`src/rtl/spi_burst_controller.sv`:
```
// spi_burst_controller: runs command/address/data byte bursts through an SPI byte engine, on request or poll tick
//   clk, rst_n           : clock, async active-low reset
//   poll_en, req         : periodic poll enable, one-shot transaction request
//   mode_write, cfg_addr, cfg_len : transaction setup, latched at start
//   wr_data / wr_pop     : write byte source and its consume strobe
//   rd_data / rd_valid / rd_index : received data bytes
//   busy, done, err, missed_tick  : status pulses and activity flag
//   tx_byte, start, spi_active, rx_data : byte engine handshake
//   ncs_o, clk_enable    : chip select (active low), SPI clock enable
module spi_burst_controller #(
  parameter int POLL_PERIOD = 10000,
  parameter int MAX_LEN     = 8,
  parameter int LEN_W       = 4,
  parameter int ACK_TIMEOUT = 64,
  parameter int CS_GAP      = 2
) (
  input  logic             clk,
  input  logic             rst_n,
  input  logic             poll_en,
  input  logic             req,
  input  logic             mode_write,
  input  logic [7:0]       cfg_addr,
  input  logic [LEN_W-1:0] cfg_len,
  input  logic [7:0]       wr_data,
  output logic             wr_pop,
  output logic [7:0]       rd_data,
  output logic             rd_valid,
  output logic [LEN_W-1:0] rd_index,
  output logic             busy,
  output logic             done,
  output logic             err,
  output logic             missed_tick,
  output logic [7:0]       tx_byte,
  output logic             start,
  input  logic             spi_active,
  input  logic [7:0]       rx_data,
  output logic             ncs_o,
  output logic             clk_enable
);
  localparam int PW = (POLL_PERIOD > 1) ? $clog2(POLL_PERIOD) : 1;
  localparam int TW = $clog2(ACK_TIMEOUT + 1);
  localparam int GW = (CS_GAP > 1) ? $clog2(CS_GAP) : 1;
  localparam int IW = LEN_W + 1;
  typedef enum logic [2:0] {IDLE, SETUP, SEND, WAIT_ACK, WAIT_DONE, HOLD, GAP} state_t;
  state_t state_q, state_d;
  logic [PW-1:0] poll_q, poll_d;
  logic [TW-1:0] tmr_q, tmr_d;
  logic [GW-1:0] gap_q, gap_d;
  logic [IW-1:0] idx_q, idx_d;
  logic [LEN_W-1:0] len_q, len_d, rd_index_q, rd_index_d;
  logic [7:0] addr_q, addr_d, rd_data_q, rd_data_d, tx_byte_q, tx_byte_d;
  logic pend_q, pend_d, mode_q, mode_d, tick;
  logic wr_pop_q, wr_pop_d, rd_valid_q, rd_valid_d, busy_q, busy_d, done_q, done_d;
  logic err_q, err_d, missed_q, missed_d, start_q, start_d, ncs_q, ncs_d, clk_en_q, clk_en_d;
  always_comb begin
    tick = poll_en && (poll_q == PW'(POLL_PERIOD - 1));
    poll_d = (!poll_en || tick) ? '0 : poll_q + PW'(1);
    state_d = state_q;
    pend_d = pend_q | req;
    mode_d = mode_q;
    addr_d = addr_q;
    len_d = len_q;
    idx_d = idx_q;
    tmr_d = (state_q == WAIT_ACK) ? tmr_q + TW'(1) : TW'(1);
    gap_d = gap_q + GW'(1);
    rd_data_d = rd_data_q;
    rd_index_d = rd_index_q;
    rd_valid_d = 1'b0;
    done_d = 1'b0;
    err_d = 1'b0;
    missed_d = tick && (state_q != IDLE);
    case (state_q)
      IDLE: if (req || tick || pend_q) begin
        state_d = SETUP;
        pend_d = 1'b0;
        mode_d = mode_write;
        addr_d = cfg_addr;
        len_d = (cfg_len > LEN_W'(MAX_LEN)) ? LEN_W'(MAX_LEN) : cfg_len;
      end
      SETUP: begin
        state_d = SEND;
        idx_d = '0;
      end
      SEND: state_d = WAIT_ACK;
      // tmr counts cycles since the start strobe, so the abort lands ACK_TIMEOUT cycles after it
      WAIT_ACK: if (spi_active) state_d = WAIT_DONE;
        else if (tmr_q >= TW'(ACK_TIMEOUT - 1)) begin
          state_d = GAP;
          err_d = 1'b1;
          gap_d = '0;
        end
      WAIT_DONE: if (!spi_active) begin
        if (!mode_q && idx_q >= IW'(2)) begin
          rd_data_d = rx_data;
          rd_valid_d = 1'b1;
          rd_index_d = LEN_W'(idx_q - IW'(2));
        end
        if (idx_q == {1'b0, len_q} + IW'(1)) state_d = HOLD;
        else begin
          state_d = SEND;
          idx_d = idx_q + IW'(1);
        end
      end
      HOLD: begin
        state_d = GAP;
        done_d = 1'b1;
        gap_d = '0;
      end
      GAP: if (gap_q == GW'(CS_GAP - 1)) state_d = IDLE;
      default: state_d = IDLE;
    endcase
    // byte 0 is the command, byte 1 the address, the rest data (zero filler when reading)
    tx_byte_d = (state_d != SEND) ? tx_byte_q :
                (idx_d == '0) ? (mode_q ? 8'h0A : 8'h0B) :
                (idx_d == IW'(1)) ? addr_q :
                mode_q ? wr_data : 8'h00;
    start_d = state_d == SEND;
    wr_pop_d = (state_d == SEND) && mode_q && (idx_d >= IW'(2));
    ncs_d = !(state_d inside {SETUP, SEND, WAIT_ACK, WAIT_DONE, HOLD});
    clk_en_d = state_d inside {SETUP, SEND, WAIT_ACK, WAIT_DONE};
    busy_d = state_d != IDLE;
  end
  always_ff @(posedge clk or negedge rst_n) begin
    if (!rst_n) begin
      state_q <= IDLE;
      poll_q <= '0;
      tmr_q <= '0;
      gap_q <= '0;
      idx_q <= '0;
      len_q <= '0;
      addr_q <= '0;
      pend_q <= 1'b0;
      mode_q <= 1'b0;
      rd_data_q <= '0;
      rd_index_q <= '0;
      tx_byte_q <= '0;
      wr_pop_q <= 1'b0;
      rd_valid_q <= 1'b0;
      busy_q <= 1'b0;
      done_q <= 1'b0;
      err_q <= 1'b0;
      missed_q <= 1'b0;
      start_q <= 1'b0;
      ncs_q <= 1'b1;
      clk_en_q <= 1'b0;
    end else begin
      state_q <= state_d;
      poll_q <= poll_d;
      tmr_q <= tmr_d;
      gap_q <= gap_d;
      idx_q <= idx_d;
      len_q <= len_d;
      addr_q <= addr_d;
      pend_q <= pend_d;
      mode_q <= mode_d;
      rd_data_q <= rd_data_d;
      rd_index_q <= rd_index_d;
      tx_byte_q <= tx_byte_d;
      wr_pop_q <= wr_pop_d;
      rd_valid_q <= rd_valid_d;
      busy_q <= busy_d;
      done_q <= done_d;
      err_q <= err_d;
      missed_q <= missed_d;
      start_q <= start_d;
      ncs_q <= ncs_d;
      clk_en_q <= clk_en_d;
    end
  end
  assign wr_pop = wr_pop_q;
  assign rd_data = rd_data_q;
  assign rd_valid = rd_valid_q;
  assign rd_index = rd_index_q;
  assign busy = busy_q;
  assign done = done_q;
  assign err = err_q;
  assign missed_tick = missed_q;
  assign tx_byte = tx_byte_q;
  assign start = start_q;
  assign ncs_o = ncs_q;
  assign clk_enable = clk_en_q;
endmodule

```
`config.mk`:
```
export PLATFORM = sky130hd
export DESIGN_NAME = spi_burst_controller
export DESIGN_NICKNAME = d
export VERILOG_FILES = /design/src/rtl/spi_burst_controller.sv
export SDC_FILE = /design/constraint.sdc
export NUM_CORES = 1
export LEC_CHECK = 0
export ABC_AREA = 1
export CORE_MARGIN = 4
export CORE_UTILIZATION = 45
export CTS_CLUSTER_DIAMETER = 150
export CTS_CLUSTER_SIZE = 40
export DETAILED_ROUTE_END_ITERATION = 10
export DONT_BUFFER_PORTS = 1
export GPL_TIMING_DRIVEN = 0
export SYNTH_ARGS = -nofsm -noshare
export SYNTH_HDL_FRONTEND = slang
export SYNTH_SLANG_ARGS = --single-unit
export TNS_END_PERCENT = 30
```
`constraint.sdc`:
```
create_clock -name clk -period 2.7 [get_ports clk]
set_input_delay 0.675 -clock clk [delete_from_list [all_inputs] [get_ports clk]]
set_output_delay 0.675 -clock clk [all_outputs]
set_load 0.01 [all_outputs]
```
-- Word level (Yosys, flattened, before mapping)
Index checks and enable logic that the tools add are counted.
- register bits after elaboration: 73
- latch bits: 0
- memory bits (read-only): 0
- RAM bits: 0
- logic and storage cells: 96
- memories: 0
- input port bits: 34
- shift-type cells: 0
- muxes and demuxes: 29
- reductions and logical operators: 19
- div/mod/pow operators: 0
- eq/ne operators: 15
- multipliers: 0
- add/sub/neg operators: 6
- bitwise operators: 2
- magnitude comparators: 4
- operators with widths (kind ; number):
    8-bit 2-to-1 mux ; 3
    3-bit case mux with 7 select lines ; 1
    3-bit 2-to-1 mux ; 6
    3-bit == test (second input constant) ; 5
    14-bit by 1-bit adder with 14-bit output (second input constant) ; 1
    14-bit == test (second input constant) ; 1
    14-bit 2-to-1 mux ; 1
    3-bit by 2-bit == test with 1-bit output (second input constant) ; 4
    1-bit 2-to-1 mux ; 12
    5-bit by 2-bit greater-or-equal comparator with 1-bit output (second input constant) ; 2
    5-bit 2-to-1 mux ; 2
    5-bit case mux with 2 select lines ; 1
    7-bit by 1-bit adder with 7-bit output (second input constant) ; 1
    7-bit by 6-bit greater-or-equal comparator with 1-bit output (second input constant) ; 1
    7-bit 2-to-1 mux ; 1
    3-bit by 1-bit == test with 1-bit output (second input constant) ; 2
    3-bit nonzero test ; 2
    4-bit by 1-bit adder with 5-bit output (second input constant) ; 1
    5-bit by 1-bit adder with 5-bit output (second input constant) ; 1
    5-bit by 1-bit == test with 1-bit output (second input constant) ; 1
    5-bit == test ; 1
    1-bit logical AND ; 5
    5-bit logical NOT ; 1
    5-bit nonzero test ; 1
    14 further kinds ; 18

-- Longest topological paths before layout
Gate-level depths: netlist of run 1.
- depth in word-level cells: 9
- depth in mapped cells: 18
- depth with buffers taken out: 18

-- Least setup slack after synthesis of run 1
OpenSTA, ideal clock, no wires.
- path type: register to register
- start: register len_q[0]
- end: register tx_byte_q[4], in the netlist tx_byte[4]
- slack: 0.696 ns
- buffers on the path: 0
- arrival time: 1.887 ns
- cell stages (with the launch flop): 17
- setup time: 0.116 ns
- clock period less this slack: 2.004 ns
- cells stage by stage: dfrtp_1 > ha_1 > or2_1 > nand3_1 > nand2_1 > nor2_2 > nand2_4 > nand2_4 > nand2_2 > nand2_2 > nand2_4 > nor2_8 > nand3_2 > nand2_1 > nand2_1 > nand2_1 > nand2_1
- cells in the longest elaborated chain, start to end: 8
- ends and longest elaborated chain (element ; line ; RTL):
    start, declared ; 50 ; logic [LEN_W-1:0] len_q, len_d, rd_index_q, rd_index_d;
    start signal, assigned ; 152 ; len_q <= len_d;
    4-bit by 1-bit adder with 5-bit output (*) ; 98 ; if (idx_q == {1'b0, len_q} + IW'(1)) state_d = HOLD;
    5-bit == test (*) ; 98 ;
    5-bit 2-to-1 mux ; 98 ;
    5-bit 2-to-1 mux ; 92 ; WAIT_DONE: if (!spi_active) begin
    5-bit case mux with 2 select lines ; 72 ; case (state_q)
    5-bit by 1-bit == test with 1-bit output ; 115 ; (idx_d == IW'(1)) ? addr_q :
    8-bit 2-to-1 mux ; 115 ;
    8-bit 2-to-1 mux ; 114 ; (idx_d == '0) ? (mode_q ? 8'h0A : 8'h0B) :
    end signal, assigned ; 158 ; tx_byte_q <= tx_byte_d;
    end, declared ; 51 ; logic [7:0] addr_q, addr_d, rd_data_q, rd_data_d, tx_byte_q, tx_byte_d;
Mark *: on every way between the ends. The rest lies on a longest branch, timed or not.
A chain may end at the register's enable or synchronous reset.

-- Worst setup path in the final report of run 1
- start: register len_q[0]
- end: register tx_byte_q[0], in the netlist tx_byte[0]
The elaborated chain is that of the path after synthesis.

==> results_dict.tcl, run 1 <==
set metrics [dict create \
    root_buffer "clkbuf_8" \
    critPathMaxFanout 10 \
    p_seq_share_pct 43.1 \
    synth_cells 426 \
    worst_ep_required_time_ps 3000 \
    r2r_slack_ps 450 \
    grt_pass1_wl_microns 12700 \
    cts_max_path_buffers 2 \
    drive_gt1_share_pct 10.3 \
    dieHeight_microns 96.1 \
    cts-buffers-inserted 9 \
    hold-worst-slack_ps 161 \
    synth-main-ff-cell "dfrtp_1" \
    final.setup_skew_ps 12.3 \
    die_x_microns 96.1 \
    ys_top_cells_by_area "dfrtp_1, nand2_1, inv_1" \
    gp_congestion 0.892 \
    min_path_type "in2async" \
    tns_ps 0 \
    fill_cells 666 \
    rsz0062_at_grt "no" \
    hold_viol 0 \
    synth_common_cells "nand2_1, dfrtp_1, inv_1" \
    clkSlewWorstSetupHoldPaths_ps 80 \
    routed_via_density 5.00 \
    ys_seq_elements 73 \
    period_share_pct 83.3 \
    drt_iter0_drc 93 \
    p_per_area_nw_per_um2 1020 \
    intPower_uw 2430 \
    synth_top_area_share_pct 51.6 \
    h-tree-depth 3 \
    synth.most_common_cell "nand2_1" \
    start_util_pct 47.1 \
    hold_buffers 2 \
    finalSetupViolCount 0 \
    synth_largest_area_cell "dfrtp_1" \
    end_kind "register" \
    synth_edf_count 0 \
    rows 31 \
    antenna_found_initial 0 \
    cts_setup_buffers 0 \
    overflow 0 \
    worst_path_largest_cell_delay_ps 420 \
    num_vias 2723 \
    synth.distinct_cells 35 \
    grt_pass1_vias 2726 \
    syn-num-nets 467 \
    post_cts_resized 0 \
    slew_violations 0 \
    path_class "reg2reg" \
    cts.sinks 73 \
    yosysWarningCount 0 \
    fin_crit_ps 2250 \
    crit_chain "ha_1, or2_1, a21oi_1, nor2_2, nand2_4, a21oi_1, a21oi_2, buf_4, nand3_1, nand2_1, nand3_1, nand2_1" \
    totalWireLength_microns 7600 \
    worstMarginPinSlew_ps 782 \
    io_pins 63 \
    firstDrtPassIters 5 \
    cpMaxStageDelayCell "dfrtp_1" \
    portBuffers 0 \
    nNetsFinal 482 \
    syn_area_per_cell_sq_um 8.20 \
    drtAntennaViolNets 0 \
    r2r-start "len_q[0]" \
    core_area_sq_um 7410 \
    r2r-end "tx_byte[0]" \
    diodes 0 \
    routedWlPerCell_microns 13.9 \
    drc 0 \
    synth-async-reset-ratio_pct 100 \
    gr-usage-all-layers_pct 18.0 \
    vdd_drop_max_uv 557 \
    die_area_sq_um 9230 \
    dp_hpwl_microns 5270 \
    seq_area_frac_synth_pct 52.3 \
    comb_power_share_pct 32.4 \
    p_leak_uw 0.00204 \
    status "finished, final reports clean" \
    arrival_ps 2540 \
    area_growth_pct 11.6 \
    synth.cell_area_sq_um 3490 \
    cts_tree "built" \
    clk-insertion-delay-late_ps 350 \
    slew_headroom_pct 47.7 \
    pwr-share-clk_pct 24.5 \
    grt_max_degree 46 \
    startpoint_type "register" \
    reg2reg_depth 12 \
    p_sw_share_pct 38.6 \
    fmax_mhz 445 \
    switching_power_uw 1530 \
    drv_cap 0 \
]
[cell families (layout without fill, tap and decap cells)]
family,count (synthesis),in the layout,synth area share [%]
AOI/OAI and AO/OA,37,37,5.84
xor gates and xnor gates,2,2,0.502
adders and majority gates,7,7,2.51
buffers and inverters,67,87,7.34
DFF,73,73,52.3
and+or+nand+nor,240,240,31.5
[sequential cells by signal, summed over array words and instances, names as in the netlist, 3 cells and up]
name / flops
poll_q: 14
rd_data: 8
rd_index: 4
idx_q: 5
state_q: 3
addr_q: 8
tmr_q: 7
tx_byte: 8
len_q: 4
[stage by stage]
| step | utilization [%] | setup slack, ps | cells | instance area [sq um] | total power [uW] |
|---|---|---|---|---|---|
| floorplan | - | 696 | 426 | 3490 | 2690 |
| global placement | 48.8 | 503 | 525 | 3620 | 2960 |
| detailed placement | 48.8 | 492 | 525 | 3620 | 2990 |
| CTS | 52.3 | 461 | 543 | 3880 | 4000 |
| global route | 52.6 | 215 | 545 | 3900 | 4320 |
| finish | 52.6 | 452 | 545 | 3900 | 3960 |
[worst max-delay path: cells and delay by family (launching register included)]
| family | cells | cell delay [ps] |
|---|---|---|
| AND/OR/NAND/NOR | 7 | 750 |
| flip-flops | 1 | 420 |
| AO/OA/AOI/OAI | 3 | 550 |
| adder cells (fa/ha/maj) | 1 | 250 |
| buffers and inverters | 1 | 230 |
[placed cells by master, fill, tap and decap left out, types with 5 or more instances in the layout]
master	synthesis	routed
nand2_1	122	122
dfrtp_1	72	72
inv_1	51	51
nor2_1	36	36
nand3_1	33	33
o21ai_0	16	16
nor3_1	14	14
nand4_1	13	13
a21oi_1	12	12
clkbuf_8	0	11
inv_2	10	10
ha_1	7	7
clkbuf_1	3	6
nand2_2	5	5
nand2_4	5	5
[final cells by class]
class | count | area, sq um | share of cell area [%]
well taps | 99 | 124 | 3.18
flip-flops and latches | 73 | 1830 | 46.9
inverters | 62 | 233 | 5.97
clock buffers | 14 | 163 | 4.17
plain buffers | 5 | 23.8 | 0.610
multi-input cells | 286 | 1410 | 36.1
repair buffers | 4 | 57.6 | 1.48
clock inverters | 2 | 60.1 | 1.54
[worst max path at each step]
stage,startpoint,endpoint,slack (ps),depth (start not counted)
CTS,len_q[0],tx_byte[3],460,16
floorplan,len_q[0],tx_byte[4],700,16
detailed placement,len_q[0],tx_byte[3],490,16
global route,len_q[0],tx_byte[6],220,16
finish,len_q[0],tx_byte[0],450,12
global placement,len_q[0],tx_byte[4],500,16
[power groups by stage]
stage / Combinational (uW) / Clock (uW) / Sequential, uW
6_report: 1280 / 972 / 1710
5_1_grt: 1510 / 1050 / 1750
4_1_cts: 1290 / 994 / 1710
3_5_place_dp: 1270 / 0 / 1720
3_3_place_gp: 1240 / 0 / 1720
2_1_floorplan: 1030 / 0 / 1660
[metal layers]
layer	part of all wire [%]	wire, microns	track usage, %
met2	45	3390	27.3
met1	47	3610	24.1
met3	6.3	477	5.63
met5	0	0	0
met4	1.7	127	6.75
Note: power is estimated with default switching activity, not from simulation.
==> run 2, diff against run 1 <==
==> constraint.sdc (replaced) <==
create_clock -name clk -period 2.2 [get_ports clk]
set_input_delay 0.55 -clock clk [delete_from_list [all_inputs] [get_ports clk]]
set_output_delay 0.55 -clock clk [all_outputs]
set_load 0.01 [all_outputs]
==> run 2 against run 1 <==
Net effect: the run now ends with hold timing, setup timing left; fmax shrank 0.24%; highest routed layer unchanged; clock power grew 21%; critical path type unchanged; global-route usage decreased by 0.25 points.
==> results_dict.tcl, run 2 (same netlist as run 1, synthesis figures left out) <==
set metrics [dict create \
    status "finished, violations left" \
    violations "hold timing, setup timing" \
    worst_ep_required_time_ps 2450 \
    drtAntennaViolNets 0 \
    final_cell_mix "nand2_1, dfrtp_1, inv_1, nor2_1, nand3_1" \
    cpMaxStageDelayCell "dfrtp_2" \
    dieHeight_microns 96.1 \
    dp_slack_ps -7.57 \
    cts_tree "built" \
    cts.sinks 73 \
    drc 0 \
    cp_top_family "simple AND/OR/NAND/NOR gates" \
    arrival_ps 2500 \
    final_common_cell "nand2_1" \
    worst_path_largest_cell_delay_ps 450 \
    hold_viol 72 \
    clkSlewWorstSetupHoldPaths_ps 70 \
    root_buffer "clkbuf_8" \
    grt_max_degree 74 \
    dpl_cell_area_sq_um 3620 \
    fill_cells 644 \
    drv_cap 0 \
    cts-buffers-inserted 9 \
    largest_reg_flops 14 \
    finalWorstSetupSlack_ps -53.7 \
    h-tree-depth 3 \
    clk-insertion-delay-late_ps 350 \
    placed_cells 525 \
    seqCellArea_sq_um 1830 \
    area_growth_pct 15.4 \
    cpMostUsedCell "nand2_4" \
    stdcell_count 550 \
    routedWlPerCell_microns 13.8 \
    num_vias 2748 \
    crit_chain "ha_4, or2_1, nand3_2, nand2_1, nor2_2, nand2_4, nand2_4, nand2_4, nand2_4, nand2_8, nor2_8, nand2_4, nand2_2, nor2_2, buf_4" \
    routed_via_density 5.00 \
    die_area_sq_um 9230 \
    drive_gt1_share_pct 14.9 \
    start_util_pct 47.1 \
    rsz0062_at_grt "yes" \
    end_kind "register" \
    die_x_microns 96.1 \
    path_class "reg2reg" \
    core_area_sq_um 7410 \
    post-route-util_pct 54.4 \
    gr-usage-all-layers_pct 17.7 \
    nNetsFinal 487 \
    worstMarginPinSlew_ps 667 \
    period_share_pct 102 \
    finalSetupViolCount 7 \
    r2r_slack_ps -50 \
    antenna_found_initial 0 \
    drt_iter0_drc 107 \
    totalWireLength_microns 7600 \
    multi_input_area_sq_um 1520 \
    crit_buf_inv 1 \
    final_area_sq_um 4030 \
    rows 31 \
    gp_congestion 0.892 \
    grt_pass1_vias 2724 \
    portBuffers 0 \
    overflow 0 \
    slew_headroom_pct 55.2 \
    hold-worst-slack_ps -113 \
    dp_hpwl_microns 5270 \
    p_per_area_nw_per_um2 1270 \
    min_path_type "in2async" \
    startpoint_type "register" \
    slew_violations 0 \
    diodes 0 \
    vdd_drop_max_uv 690 \
    final.setup_skew_ps 11.3 \
    p_leak_uw 0.00208 \
    grt_pass1_wl_microns 12600 \
    fmax_mhz 444 \
    power_uw 5110 \
    critPathMaxFanout 8 \
    firstDrtPassIters 4 \
    cts_max_path_buffers 2 \
    largest_register "poll_q" \
    fin_crit_ps 2250 \
    io_pins 63 \
]
## run 2: cell count changes in the layout (fill, tap and decap cells not counted), sizes merged
cell         before  now
nor2             41   42
dlygate4sd3       3    0
buf               3   10
## run 2: worst paths after layout
kind / startpoint / endpoint / cells past startpoint
worst max-delay path: len_q[0] / wr_pop / 15
worst min-delay path: rst_n / poll_q[6] / 0
worst max register to register: len_q[0] / wr_pop / 15
worst min register to register: gap_q / gap_q / 1
max in group asynchronous: rst_n / ncs_o / 0
min in group clk: cfg_addr[2] / addr_q[2] / 2
## run 2: worst register-to-register path, cell delays in order, from the launching register on
cell and delay, ps:
dfrtp_2 450, ha_4 180, or2_1 260, nand3_2 70, nand2_1 60, nor2_2 160, nand2_4 110, nand2_4 120
nand2_4 60, nand2_4 80, nand2_8 80, nor2_8 190, nand2_4 100, nand2_2 70, nor2_2 50, buf_4 120
## run 2: area by class of cell
| class | count | area share, % |
|---|---|---|
| Sequential cell | 73 | 45.4 |
| Multi-Input combinational cell | 287 | 37.7 |
| Inverter | 62 | 5.78 |
| Clock buffer | 14 | 4.04 |
| Tap cell | 99 | 3.07 |
| Timing Repair Buffer | 8 | 1.80 |
| Clock inverter | 2 | 1.49 |
| Buffer | 5 | 0.683 |
## run 2: timing repair
item                                    CTS  global route
pin swaps                                 1            18
endpoints found under the hold margin    72            72
cloned                                    0             1
endpoints found under the setup margin    5            20
gates resized for setup                   2            20
setup buffers                             1             7
## run 2: layer usage
metal	up-vias	GRT usage [%]	part of all wire [%]
met4	0	6.75	1.7
li1	1397	-	-
met1	1286	23.5	46
met2	55	27.0	46
met5	-	0	0
met3	10	5.63	6.2
## run 2: through the flow
step | setup TNS, ps | hold WS, ps
after global placement | 0 | 256
final | -156 | -113
after global routing | -1780 | -141
after CTS | -3.17 | -131
after floorplan | 0 | 254
after detailed placement | -15.9 | 257
## run 2: where the power goes
group | internal (uW) | total, uW | switching [uW]
logic | 692 | 1810 | 1120
clock network | 703 | 1180 | 481
registers | 1740 | 2110 | 365
